===== src/rtl/result_arbiter.sv =====
`default_nettype none
// ============================================================================
// Module   : result_arbiter
// Purpose  : Shares the single result FIFO write port between N_SRC result
//            producers (0 = DDS, 1 = SPI, 2 = loop-back). Each producer owns a
//            small circular buffer so single-cycle strobes are never lost
//            while another source is writing. A round-robin scheduler drains
//            the buffers into one registered output stage that honours the
//            result FIFO full flag. Drops are flagged per source.
// Ports    : clock_i        system clock (rising edge)
//            resetn_i       asynchronous active-low reset
//            src_wr_en_i    per-source write strobe
//            src_data_i     source i word at [i*DATA_WIDTH +: DATA_WIDTH]
//            fifo_full_i    result FIFO full
//            clear_i        synchronous clear of overflow / drop counter
//            result_data_o  word to result FIFO
//            result_wr_en_o write strobe to result FIFO
//            overflow_o     sticky per-source drop flags
//            busy_o         any buffer non-empty or output stage valid
//            drop_count_o   saturating dropped-word total (optional)
// Options  : RESULT_ARB_DROP_COUNT_EN - adds drop_count_o and its counter
// Revision : 1.0 - initial release
// ============================================================================
module result_arbiter #(
  parameter int N_SRC      = 3,
  parameter int DATA_WIDTH = 32,
  parameter int DEPTH      = 4
) (
  input  logic                        clock_i,
  input  logic                        resetn_i,
  input  logic [N_SRC-1:0]            src_wr_en_i,
  input  logic [N_SRC*DATA_WIDTH-1:0] src_data_i,
  input  logic                        fifo_full_i,
  input  logic                        clear_i,
  output logic [DATA_WIDTH-1:0]       result_data_o,
  output logic                        result_wr_en_o,
  output logic [N_SRC-1:0]            overflow_o,
  output logic                        busy_o
`ifdef RESULT_ARB_DROP_COUNT_EN
  ,
  output logic [15:0]                 drop_count_o
`endif
);

  localparam int AW  = $clog2(DEPTH);
  localparam int RRW = $clog2(N_SRC);

  // Returns (base + off) mod N_SRC; off is always < N_SRC so one
  // conditional subtraction is enough.
  function automatic logic [RRW-1:0] rr_index(input logic [RRW-1:0] base,
                                              input int unsigned   off);
    int unsigned s;
    s = int'(base) + off;
    if (s >= N_SRC) s = s - N_SRC;
    return s[RRW-1:0];
  endfunction

  // --------------------------------------------------------------------------
  // Per-source status / control
  // --------------------------------------------------------------------------
  logic [N_SRC-1:0]      w_empty;
  logic [N_SRC-1:0]      w_full;
  logic [N_SRC-1:0]      w_push;
  logic [N_SRC-1:0]      w_pop;
  logic [N_SRC-1:0]      w_drop;
  logic [DATA_WIDTH-1:0] w_head [N_SRC];

  // Output stage and scheduler state
  logic                  out_valid_q, out_valid_d;
  logic [DATA_WIDTH-1:0] out_data_q,  out_data_d;
  logic [RRW-1:0]        rr_ptr_q,    rr_ptr_d;
  logic [N_SRC-1:0]      overflow_q,  overflow_d;

  logic                  w_load;
  logic                  w_grant_vld;
  logic [RRW-1:0]        w_grant_idx;

  // --------------------------------------------------------------------------
  // Source buffers
  // --------------------------------------------------------------------------
  for (genvar i = 0; i < N_SRC; i++) begin : g_src
    logic [DATA_WIDTH-1:0] mem_q [DEPTH];
    logic [AW:0]           wptr_q, wptr_d;
    logic [AW:0]           rptr_q, rptr_d;

    assign w_empty[i] = (wptr_q == rptr_q);
    assign w_full[i]  = (wptr_q[AW] != rptr_q[AW]) &&
                        (wptr_q[AW-1:0] == rptr_q[AW-1:0]);
    assign w_head[i]  = mem_q[rptr_q[AW-1:0]];

    // A full buffer still accepts a word when its head leaves this cycle:
    // the new word lands in the slot being vacated.
    assign w_push[i] = src_wr_en_i[i] & (~w_full[i] | w_pop[i]);
    assign w_drop[i] = src_wr_en_i[i] &  w_full[i] & ~w_pop[i];

    assign wptr_d = wptr_q + {{AW{1'b0}}, w_push[i]};
    assign rptr_d = rptr_q + {{AW{1'b0}}, w_pop[i]};

    // Storage needs no reset: contents are only read when the pointers
    // say the entry is valid.
    always_ff @(posedge clock_i) begin
      if (w_push[i]) begin
        mem_q[wptr_q[AW-1:0]] <= src_data_i[i*DATA_WIDTH +: DATA_WIDTH];
      end
    end

    always_ff @(posedge clock_i or negedge resetn_i) begin
      if (!resetn_i) begin
        wptr_q <= '0;
        rptr_q <= '0;
      end else begin
        wptr_q <= wptr_d;
        rptr_q <= rptr_d;
      end
    end
  end

  // --------------------------------------------------------------------------
  // Round-robin scheduler
  // --------------------------------------------------------------------------
  assign result_wr_en_o = out_valid_q & ~fifo_full_i;
  // Stage may take a new word when empty or when its word leaves this cycle.
  assign w_load         = ~out_valid_q | result_wr_en_o;

  always_comb begin
    w_grant_vld = 1'b0;
    w_grant_idx = '0;
    for (int unsigned k = 0; k < N_SRC; k++) begin
      if (!w_grant_vld && !w_empty[rr_index(rr_ptr_q, k)]) begin
        w_grant_vld = 1'b1;
        w_grant_idx = rr_index(rr_ptr_q, k);
      end
    end
  end

  always_comb begin
    w_pop       = '0;
    rr_ptr_d    = rr_ptr_q;
    out_valid_d = out_valid_q;
    out_data_d  = out_data_q;
    if (w_load) begin
      if (w_grant_vld) begin
        w_pop[w_grant_idx] = 1'b1;
        rr_ptr_d           = rr_index(w_grant_idx, 1);
        out_valid_d        = 1'b1;
        out_data_d         = w_head[w_grant_idx];
      end else begin
        out_valid_d = 1'b0;
      end
    end
  end

  // Sticky flags; a drop coinciding with clear still sets its flag.
  always_comb begin
    if (clear_i) overflow_d = w_drop;
    else         overflow_d = overflow_q | w_drop;
  end

  always_ff @(posedge clock_i or negedge resetn_i) begin
    if (!resetn_i) begin
      out_valid_q <= 1'b0;
      out_data_q  <= '0;
      rr_ptr_q    <= '0;
      overflow_q  <= '0;
    end else begin
      out_valid_q <= out_valid_d;
      out_data_q  <= out_data_d;
      rr_ptr_q    <= rr_ptr_d;
      overflow_q  <= overflow_d;
    end
  end

  assign result_data_o = out_data_q;
  assign overflow_o    = overflow_q;
  assign busy_o        = out_valid_q | ~(&w_empty);

  // --------------------------------------------------------------------------
  // Optional saturating drop counter
  // --------------------------------------------------------------------------
`ifdef RESULT_ARB_DROP_COUNT_EN
  logic [15:0] drop_cnt_q, drop_cnt_d;
  logic [3:0]  w_drop_n;
  logic [16:0] w_cnt_sum;

  always_comb begin
    w_drop_n = '0;
    for (int i = 0; i < N_SRC; i++) begin
      w_drop_n = w_drop_n + {3'b000, w_drop[i]};
    end
  end

  assign w_cnt_sum = {1'b0, drop_cnt_q} + {13'b0, w_drop_n};

  always_comb begin
    if (clear_i)           drop_cnt_d = {12'b0, w_drop_n};
    else if (w_cnt_sum[16]) drop_cnt_d = 16'hFFFF;
    else                   drop_cnt_d = w_cnt_sum[15:0];
  end

  always_ff @(posedge clock_i or negedge resetn_i) begin
    if (!resetn_i) drop_cnt_q <= '0;
    else           drop_cnt_q <= drop_cnt_d;
  end

  assign drop_count_o = drop_cnt_q;
`endif

endmodule
`default_nettype wire


===== config.mk =====
export PLATFORM = sky130hd
export DESIGN_NAME = result_arbiter
export DESIGN_NICKNAME = d
export VERILOG_FILES = /design/src/rtl/result_arbiter.sv
export SDC_FILE = /design/constraint.sdc
export NUM_CORES = 1
export LEC_CHECK = 0
export ABC_AREA = 1
export CAP_MARGIN = 25
export CORE_MARGIN = 2
export CORE_UTILIZATION = 57
export CTS_BUF_LIST = sky130_fd_sc_hd__clkbuf_8
export DETAILED_ROUTE_END_ITERATION = 16
export GPL_TIMING_DRIVEN = 0
export PLACE_DENSITY = 0.78
export SLEW_MARGIN = 20
export SYNTH_ARGS = -nofsm -noshare
export SYNTH_HDL_FRONTEND = slang
export SYNTH_SLANG_ARGS = --single-unit

===== constraint.sdc =====
create_clock -name clock_i -period 6.4 [get_ports clock_i]
set_clock_uncertainty 0.2 [all_clocks]
set_input_delay 0.64 -clock clock_i [delete_from_list [all_inputs] [get_ports clock_i]]
set_output_delay 0.64 -clock clock_i [all_outputs]
set_load 0.01 [all_outputs]

==> results of run 1 <==
## cells by family (layout without fill, tap and decap cells)
group	after synthesis	after routing	share of synthesized area
simple gates	593	593	0.136
flops	440	440	0.732
compound gates	256	256	0.0905
buf+inv	113	403	0.0270
fa+ha+maj	15	15	0.0106
xor+xnor	8	8	0.00396
other cells	0	1	0
## layout by cell type (no fill, tap or decap), types with 12 or more instances in the layout
master	Yosys	layout
nand2_1	415	415
edfxtp_1	384	384
clkdlybuf4s50_1	0	138
nor2_1	101	97
o21ai_0	85	85
a21oi_1	76	76
clkbuf_8	0	74
inv_1	26	56
dfrtp_1	56	56
clkbuf_1	55	55
a32o_1	49	49
nand3_1	43	43
o22ai_1	39	39
ha_1	15	15
buf_4	2	14
buf_2	12	12
## sequential cells by signal, summed over array words and instances, names as in the netlist
| register | count |
|---|---|
| g_src.mem_q | 384 |
| result_data_o | 32 |
| g_src.rptr_q | 9 |
| g_src.wptr_q | 9 |
| overflow_o | 3 |
| rr_ptr_q | 2 |
| out_valid_q | 1 |
## through the flow
step	hold slack (ns)	power [W]	cell area, µm²	std cells	TNS, ns
4_1_cts	0.293	0.0112	21300	2111	0
5_1_grt	0.304	0.0118	21300	2112	0
2_1_floorplan	0.144	0.00704	17700	1425	0
6_report	0.292	0.0112	21300	2112	0
3_3_place_gp	0.268	0.00871	19600	1960	-72.32
3_5_place_dp	0.267	0.00899	20000	1986	0
## layer usage
| layer | up-vias | wire, µm | GRT usage |
|---|---|---|---|
| met2 | 690 | 21300 | 0.438 |
| met1 | 6063 | 17700 | 0.370 |
| li1 | 5584 | - | - |
| met3 | 84 | 4300 | 0.0538 |
| met5 | - | 13 | 0 |
| met4 | 2 | 1130 | 0.0916 |
## power breakdown
part | internal [W] | leakage [nW] | total, W | switching, W
sequential | 0.00391 | 4.19 | 0.00420 | 0.000288
combinational | 0.00158 | 3.06 | 0.00483 | 0.00325
clock | 0.00115 | 0.755 | 0.00222 | 0.00107
total | 0.00664 | 8.00 | 0.0112 | 0.00460
## what timing repair did
action	in CTS	in global routing
buffers inserted	0	0
endpoints found under the hold margin	56	0
hold buffers	1	0
## Yosys cell counts, types with 9 or more instances
cell type    n  area (µm²)
o22ai_1     39         244
a32o_1      49         490
a21oi_1     76         380
dfrtp_1     56        1400
nand2_1    415        1560
ha_1        15         188
buf_2       12        60.1
nand3_1     43         215
inv_2        9        33.8
inv_1       26        97.6
nor2_1     101         379
edfxtp_1   384       11500
clkbuf_1    55         206
o21ai_0     85         425
## cell type report
type,count,area [µm²],share of cell area
Timing Repair Buffer,166,1770,0.0833
Clock buffer,74,1020,0.0478
Antenna cell,1,2.50,0.000117
Clock inverter,50,265,0.0125
Buffer,77,342,0.0160
Sequential cell,440,12900,0.607
Tap cell,396,495,0.0233
Multi-Input combinational cell,872,4340,0.204
Inverter,36,136,0.00640
## worst paths after layout
| check | end | slack (ns) | cells past startpoint |
|---|---|---|---|
| worst min register to register | overflow_o[2]$_DFF_PN0_ | 0.29 | 2 |
| min in group asynchronous | result_data_o[1]$_DFFE_PN0P_ | 0.40 | 3 |
| max in group asynchronous | result_data_o[6]$_DFFE_PN0P_ | 5.33 | 3 |
| worst max-delay path | g_src[2].mem_q[1][3]$_DFFE_PP_ | 2.16 | 19 |
| worst max register to register | g_src[2].mem_q[1][3]$_DFFE_PP_ | 2.16 | 19 |
| worst min-delay path | overflow_o[2]$_DFF_PN0_ | 0.29 | 2 |
## critical path: stages, from the launching register on
cell,delay [ns]
dfrtp_1,0.51
inv_2,0.18
nand2_1,0.08
nand2_1,0.12
nand3_2,0.14
o21ai_1,0.17
nand2_2,0.13
nand3_1,0.14
nor2_1,0.08
nor2_4,0.20
buf_2,0.27
ha_1,0.17
nand2_1,0.08
nand2_1,0.07
nand2_1,0.15
nor3_2,0.50
buf_6,0.24
buf_6,0.15
buf_4,0.17
buf_4,0.17
==> impl_metrics.toml, run 1 <==
[yosys]
syn_area_per_cell_um2 = 12.4
ys_seq_area_frac = 0.732
synth_cell_types = 33
syn_nets = 1543
netlist_area_um2 = 17700
synthArstFlopShare = 0.127
syn_inst = 1425
synth_seq_cells = 440
synth-edff-count = 384
synthFlopType = "edfxtp_1"
yosysWarningCount = 0

[global_route]
overflow = 0
grt_pass1_wl_um = 67000
grt_max_degree = 57
grt_pass1_vias = 12200
antenna_found_initial = 2
track_usage = 0.270

[pwr]
p_per_area_nw_per_um2 = 528
vdd_drop_max_uv = 245
p_leak_nw = 8.00

[route]
num_vias = 12400
viasPerCell = 5.88
wl_per_cell_um = 21.1
drc = 0
drt_wl_total_um = 44500
antenna_left = 0
firstDrtPassIters = 5
drtIter0Drc = 1396

[sta]
slew_headroom = 0.494
min_period_over_period = 0.662
final-setup-viol-count = 0
finalHoldViolations = 0
period_minus_slack_ns = 4.24
rsz0062_at_grt = "no"
fmax_mhz = 236
setup_ws_ns = 2.16
slew_viol_final = 0
worst_pin_slew_ns = 0.755

[setup_path]
cp.required_ns = 6.50
critPathMaxFanout = 10
crit_type = "reg -> reg"
crit_path_start_kind = "register"
rr_startpoint = "g_src[1].rptr_q[1]$_DFF_PN0_"
worstPathArrival_ns = 4.33
cp-end-kind = "register"
critical_path.startpoint = "g_src[1].rptr_q[1]$_DFF_PN0_"

[place]
dp_hpwl_um = 30700
gp_congestion = 0.879
pre_cts_ws_ns = 2.24
port_buffers = 139

[clocking]
cts_num_sinks = 440
cts.repair.resized = 0
path_clk_slew_ns = 0.06
htree_levels = 3
cts-buffers-inserted = 70
ctsLongestPathBuffers = 3
root_buffer = "clkbuf_8"
clk_latency_ns = 0.59
cts_tree = "built"

[cells_and_area]
nets = 1781
synthToLayoutAreaGrowth_pct = 20.5
final_util = 0.696
drive_above_1_share = 0.0997
num-fill-cells = 2053

[die]
die_area_um2 = 32400
core-area_um2 = 30600
die-height_um = 180
num_rows = 64
ios = 140
fp.dieW_um = 180
start_util = 0.578

[hold_path]
hold_class = "reg -> reg"
worstHoldStart = "overflow_o[2]$_DFF_PN0_"

[job]
cap_violations = 0

[run_status]
status = "completed"
Note: power is estimated with default switching activity, not from simulation.
==> run 2, diff against run 1 <==
clock period = 4 ns   (was 6.4 ns; I/O delays follow)
==> impl_metrics.toml, run 2 (synthesis gave the netlist of run 1 again) <==
[die]
num_rows = 64
die-height_um = 180
core-area_um2 = 30600
start_util = 0.578
fp.dieW_um = 180
die_area_um2 = 32400
ios = 140

[run_status]
status = "completed"

[sta]
fmax_mhz = 266
slew_headroom = 0.545
worst_pin_slew_ns = 0.681
finalHoldViolations = 0
fin_hold_ws_ns = 0.154
slew_viol_final = 0
min_period_over_period = 0.940
period_minus_slack_ns = 3.76
final-setup-viol-count = 0
setup_ws_ns = 0.241
rsz0062_at_grt = "no"

[global_route]
antenna_found_initial = 2
grt_pass1_wl_um = 67100
grt_max_degree = 57
grt_pass1_vias = 12200
overflow = 0
track_usage = 0.270

[pwr]
p_total_w = 0.0181
p_per_area_nw_per_um2 = 845
p_leak_nw = 8.03
vdd_drop_max_uv = 391

[place]
gp_congestion = 0.879
port_buffers = 139
pre_cts_ws_ns = -0.156
place_area_um2 = 20000
dp_hpwl_um = 30700

[cells_and_area]
register_area_um2 = 12900
num-fill-cells = 2037
final_cell_mix = "nand2_1, edfxtp_1, clkdlybuf4s50_1, nor2_1, o21ai_0"
drive_above_1_share = 0.104
synthToLayoutAreaGrowth_pct = 20.9
multi_input_area_um2 = 4370
stdcell_area_um2 = 21400
nets = 1785
final_common_cell = "nand2_1"
largest_register_ffs = 384

[route]
antenna_left = 0
firstDrtPassIters = 7
wl_per_cell_um = 21.0
viasPerCell = 5.87
drt_wl_total_um = 44500
num_vias = 12400
drtIter0Drc = 1346
drc = 0

[setup_path]
critical_path.startpoint = "rr_ptr_q[0]$_DFFE_PN0P_"
r2r-end = "g_src[2].mem_q[1][27]$_DFFE_PP_"
crit_type = "reg -> reg"
crit_path_start_kind = "register"
cp.required_ns = 4.10
cp-end-kind = "register"
reg2reg_depth = 19
critical_path.endpoint = "g_src[2].mem_q[1][27]$_DFFE_PP_"
critPathMaxFanout = 10
rr_startpoint = "rr_ptr_q[0]$_DFFE_PN0P_"
reg2reg_slack_ns = 0.24
worstPathArrival_ns = 3.86

[clocking]
cts_tree = "built"
path_clk_slew_ns = 0.06
root_buffer = "clkbuf_8"
htree_levels = 3
cts_num_sinks = 440
cts-buffers-inserted = 70
clk_latency_ns = 0.59
ctsLongestPathBuffers = 3

[job]
cap_violations = 0

[hold_path]
hold_class = "in -> async"
run 2: changes by cell type in the layout (fill, tap and decap cells not counted), sizes merged:
cell / change
buf: +4
run 2: critical path, stage by stage, from the launching register on:
cell and delay (ns):
dfrtp_1 0.38, inv_1 0.08, ha_2 0.32, inv_1 0.12, nand4_1 0.18, nand3_1 0.13
nand2_1 0.08, clkinv_2 0.08, nand4_2 0.14, nand2_4 0.13, buf_2 0.24, ha_1 0.18
nand2_1 0.08, nand2_1 0.09, nand2_2 0.14, nor3_4 0.24, buf_6 0.18, buf_6 0.15
buf_4 0.17, buf_4 0.17
run 2: how the worst min path moves through the flow:
stage                     slack [ns]  depth (start not counted)                       endpoint               startpoint
after floorplan                 -0.1                          0   g_src[0].rptr_q[0]$_DFF_PN0_                 resetn_i
after global routing            0.18                          3   g_src[2].rptr_q[1]$_DFF_PN0_                 resetn_i
after global placement          0.27                          2        overflow_o[0]$_DFF_PN0_  overflow_o[0]$_DFF_PN0_
final                           0.15                          3   result_data_o[1]$_DFFE_PN0P_                 resetn_i
after detailed placement        0.21                          2  result_data_o[11]$_DFFE_PN0P_                 resetn_i
after CTS                       0.16                          3   g_src[2].wptr_q[2]$_DFF_PN0_                 resetn_i
run 2: layer usage:
| layer | vias up | global-route usage | wire (µm) |
|---|---|---|---|
| met5 | - | 0 | 13 |
| met4 | 2 | 0.0935 | 1230 |
| met3 | 90 | 0.0538 | 4820 |
| met2 | 721 | 0.438 | 21300 |
| met1 | 6017 | 0.370 | 17100 |
| li1 | 5590 | - | - |
run 2: layout make-up:
class,instances,share of cell area
Buffer,77,0.0161
Sequential cell,440,0.605
Clock inverter,50,0.0124
Antenna cell,1,0.000117
Multi-Input combinational cell,872,0.204
Inverter,36,0.00638
Clock buffer,74,0.0477
Tap cell,396,0.0232
Timing Repair Buffer,170,0.0844
run 2: metrics by stage:
| step | utilization | std cells | setup TNS (ns) |
|---|---|---|---|
| floorplan | - | 1425 | -120.66 |
| global placement | 0.640 | 1960 | -521.35 |
| detailed placement | 0.654 | 1986 | -1.11 |
| CTS | 0.697 | 2112 | 0 |
| global route | 0.699 | 2116 | 0 |
| finish | 0.699 | 2116 | 0 |
run 2: power by group:
part           leakage (nW)  switching [W]  internal (W)
clock network         0.755        0.00170       0.00184
registers              4.19       0.000469       0.00626
logic                  3.09        0.00522       0.00257
run 2: what timing repair did:
action / in CTS / in global routing
pin swaps: 1 / 2
gates resized for setup: 2 / 7
endpoints found under the hold margin: 56 / 0
setup buffers: 1 / 3
endpoints found under the setup margin: 19 / 54
hold buffers: 1 / 0
==> run 3, diff against run 2 <==
CORE_MARGIN = unset   (was 2)
CORE_UTILIZATION = 54   (was 57)
clock period = 3.2 ns   (was 4 ns; I/O delays follow)
==> impl_metrics.toml, run 3 (synthesis gave the netlist of run 1 again) <==
[sta]
min_period_over_period = 0.987
setup_tns_ns = 0
slew_headroom = 0.505
finalHoldViolations = 0
setup_ws_ns = 0.0430
fmax_mhz = 317
fin_hold_ws_ns = 0.131
final-setup-viol-count = 0
period_minus_slack_ns = 3.16
worst_pin_slew_ns = 0.742
slew_viol_final = 0

[route]
wl_per_cell_um = 21.4
num_vias = 12800
antenna_left = 0
drc = 0
firstDrtPassIters = 5
drtIter0Drc = 1486
drt_wl_total_um = 47200
viasPerCell = 5.80

[global_route]
antenna_found_initial = 0
grt_pass1_vias = 12500
overflow = 0
grt_max_degree = 57
grt_pass1_wl_um = 70200
track_usage = 0.283

[place]
placed_cells = 2007
dp_hpwl_um = 29500
place_area_um2 = 19900
port_buffers = 139
pre_cts_ws_ns = -0.600
gp_congestion = 0.945

[clocking]
htree_levels = 3
cts-buffers-inserted = 72
ctsLongestPathBuffers = 3
cts_num_sinks = 440
cts_tree = "built"
root_buffer = "clkbuf_8"
path_clk_slew_ns = 0.07
clk_latency_ns = 0.63

[cells_and_area]
diodes = 0
largest_register_ffs = 384
finalNonFillerCells = 2203
synthToLayoutAreaGrowth_pct = 25.1
nets = 1828
drive_above_1_share = 0.139
final_common_cell = "nand2_1"
stdcell_area_um2 = 22100
final_cell_mix = "nand2_1, edfxtp_1, clkdlybuf4s50_1, nor2_1, o21ai_0"

[pwr]
vdd_drop_max_uv = 543
p_leak_nw = 8.31
p_seq_frac = 0.355
pwr-share-comb = 0.448
p_per_area_nw_per_um2 = 1070
intPower_w = 0.0140
p_clk_frac = 0.197
p_sw_w = 0.00978
p_sw_frac = 0.412

[setup_path]
crit_top_cell = "nand2_2"
path_delay_family = "simple AND/OR/NAND/NOR gates"
crit_buf_inv = 4
worst_path_largest_cell_delay_ns = 0.41
critPathMaxFanout = 11
crit_path_start_kind = "register"
crit_cells = 16
cp-end-kind = "register"
crit_type = "reg -> reg"
cp.required_ns = 3.32
worstPathArrival_ns = 3.28
reg2reg_depth = 16
crit_chain = "ha_4, buf_4, nand4_1, nand3_1, nand2_2, nand3_2, nor2_2, nor2_4, buf_6, ha_4, nand2_2, nand2_2, nand2_4, nor3_4, buf_8, buf_8"
critPathSlowestCell = "dfrtp_1"

[die]
core-area_um2 = 31900
start_util = 0.555
die_area_um2 = 33500
num_rows = 65
die-height_um = 183
ios = 140
fp.dieW_um = 183

[hold_path]
hold_class = "in -> async"

[job]
cap_violations = 0

[run_status]
status = "completed"
-- run 3: cell count changes in the layout (fill, tap and decap cells not counted), moves of 4 or more --
cell	delta
clkbuf_8	+4
inv_1	-8
buf_6	-5
clkinv_1	+5
buf_12	+17
buf_4	+19
buf_8	+7
buf_16	-5
nor2_4	+8
nand2_1	-6
-- run 3: power by group through the flow --
stage          Combinational [W]  Clock [W]  Sequential, W
2_1_floorplan            0.00580          0        0.00845
3_3_place_gp             0.00897          0        0.00852
3_5_place_dp             0.00933          0        0.00855
4_1_cts                   0.0101    0.00470        0.00841
5_1_grt                   0.0114    0.00496        0.00853
6_report                  0.0106    0.00468        0.00843
-- run 3: timing repair --
item / in CTS / in global routing
gates cloned: 8 / 1
setup buffers: 38 / 16
hold buffers: 1 / 0
endpoints found under the setup margin: 384 / 347
hold endpoints to repair: 56 / 0
pin swaps: 21 / 9
resized for setup: 15 / 12
-- run 3: final cells by class --
type / count / area [µm²]
flip-flops and latches: 440 / 12900
fillers: 2125 / 9760
multi-input cells: 881 / 4570
repair buffers: 202 / 2180
clock buffers: 78 / 1070
well taps: 435 / 544
plain buffers: 77 / 358
clock inverters: 54 / 318
inverters: 36 / 141
-- run 3: path summary, 6_finish.rpt --
path,from,slack (ns),endpoint
max in group asynchronous,resetn_i,2.12,g_src[1].rptr_q[1]$_DFF_PN0_
min in group clock_i,src_data_i[2],0.14,g_src[0].mem_q[1][2]$_DFFE_PP_
min reg2reg,overflow_o[1]$_DFF_PN0_,0.29,overflow_o[1]$_DFF_PN0_
max,rr_ptr_q[1]$_DFFE_PN0P_,0.04,g_src[2].mem_q[0][8]$_DFFE_PP_
min,resetn_i,0.13,result_data_o[27]$_DFFE_PN0P_
max reg2reg,rr_ptr_q[1]$_DFFE_PN0P_,0.04,g_src[2].mem_q[0][8]$_DFFE_PP_
-- run 3: per-layer routing --
metal | vias up | GRT usage | wire [µm]
li1 | 5695 | - | -
met3 | 122 | 0.0556 | 4830
met5 | - | 0 | 0
met1 | 6187 | 0.374 | 17400
met4 | 0 | 0.120 | 1700
met2 | 772 | 0.460 | 23300
-- run 3: stage by stage --
stage          utilization  total power, W
2_1_floorplan            -          0.0143
3_3_place_gp         0.620          0.0175
3_5_place_dp         0.624          0.0179
4_1_cts              0.688          0.0232
5_1_grt              0.694          0.0249
6_report             0.694          0.0238
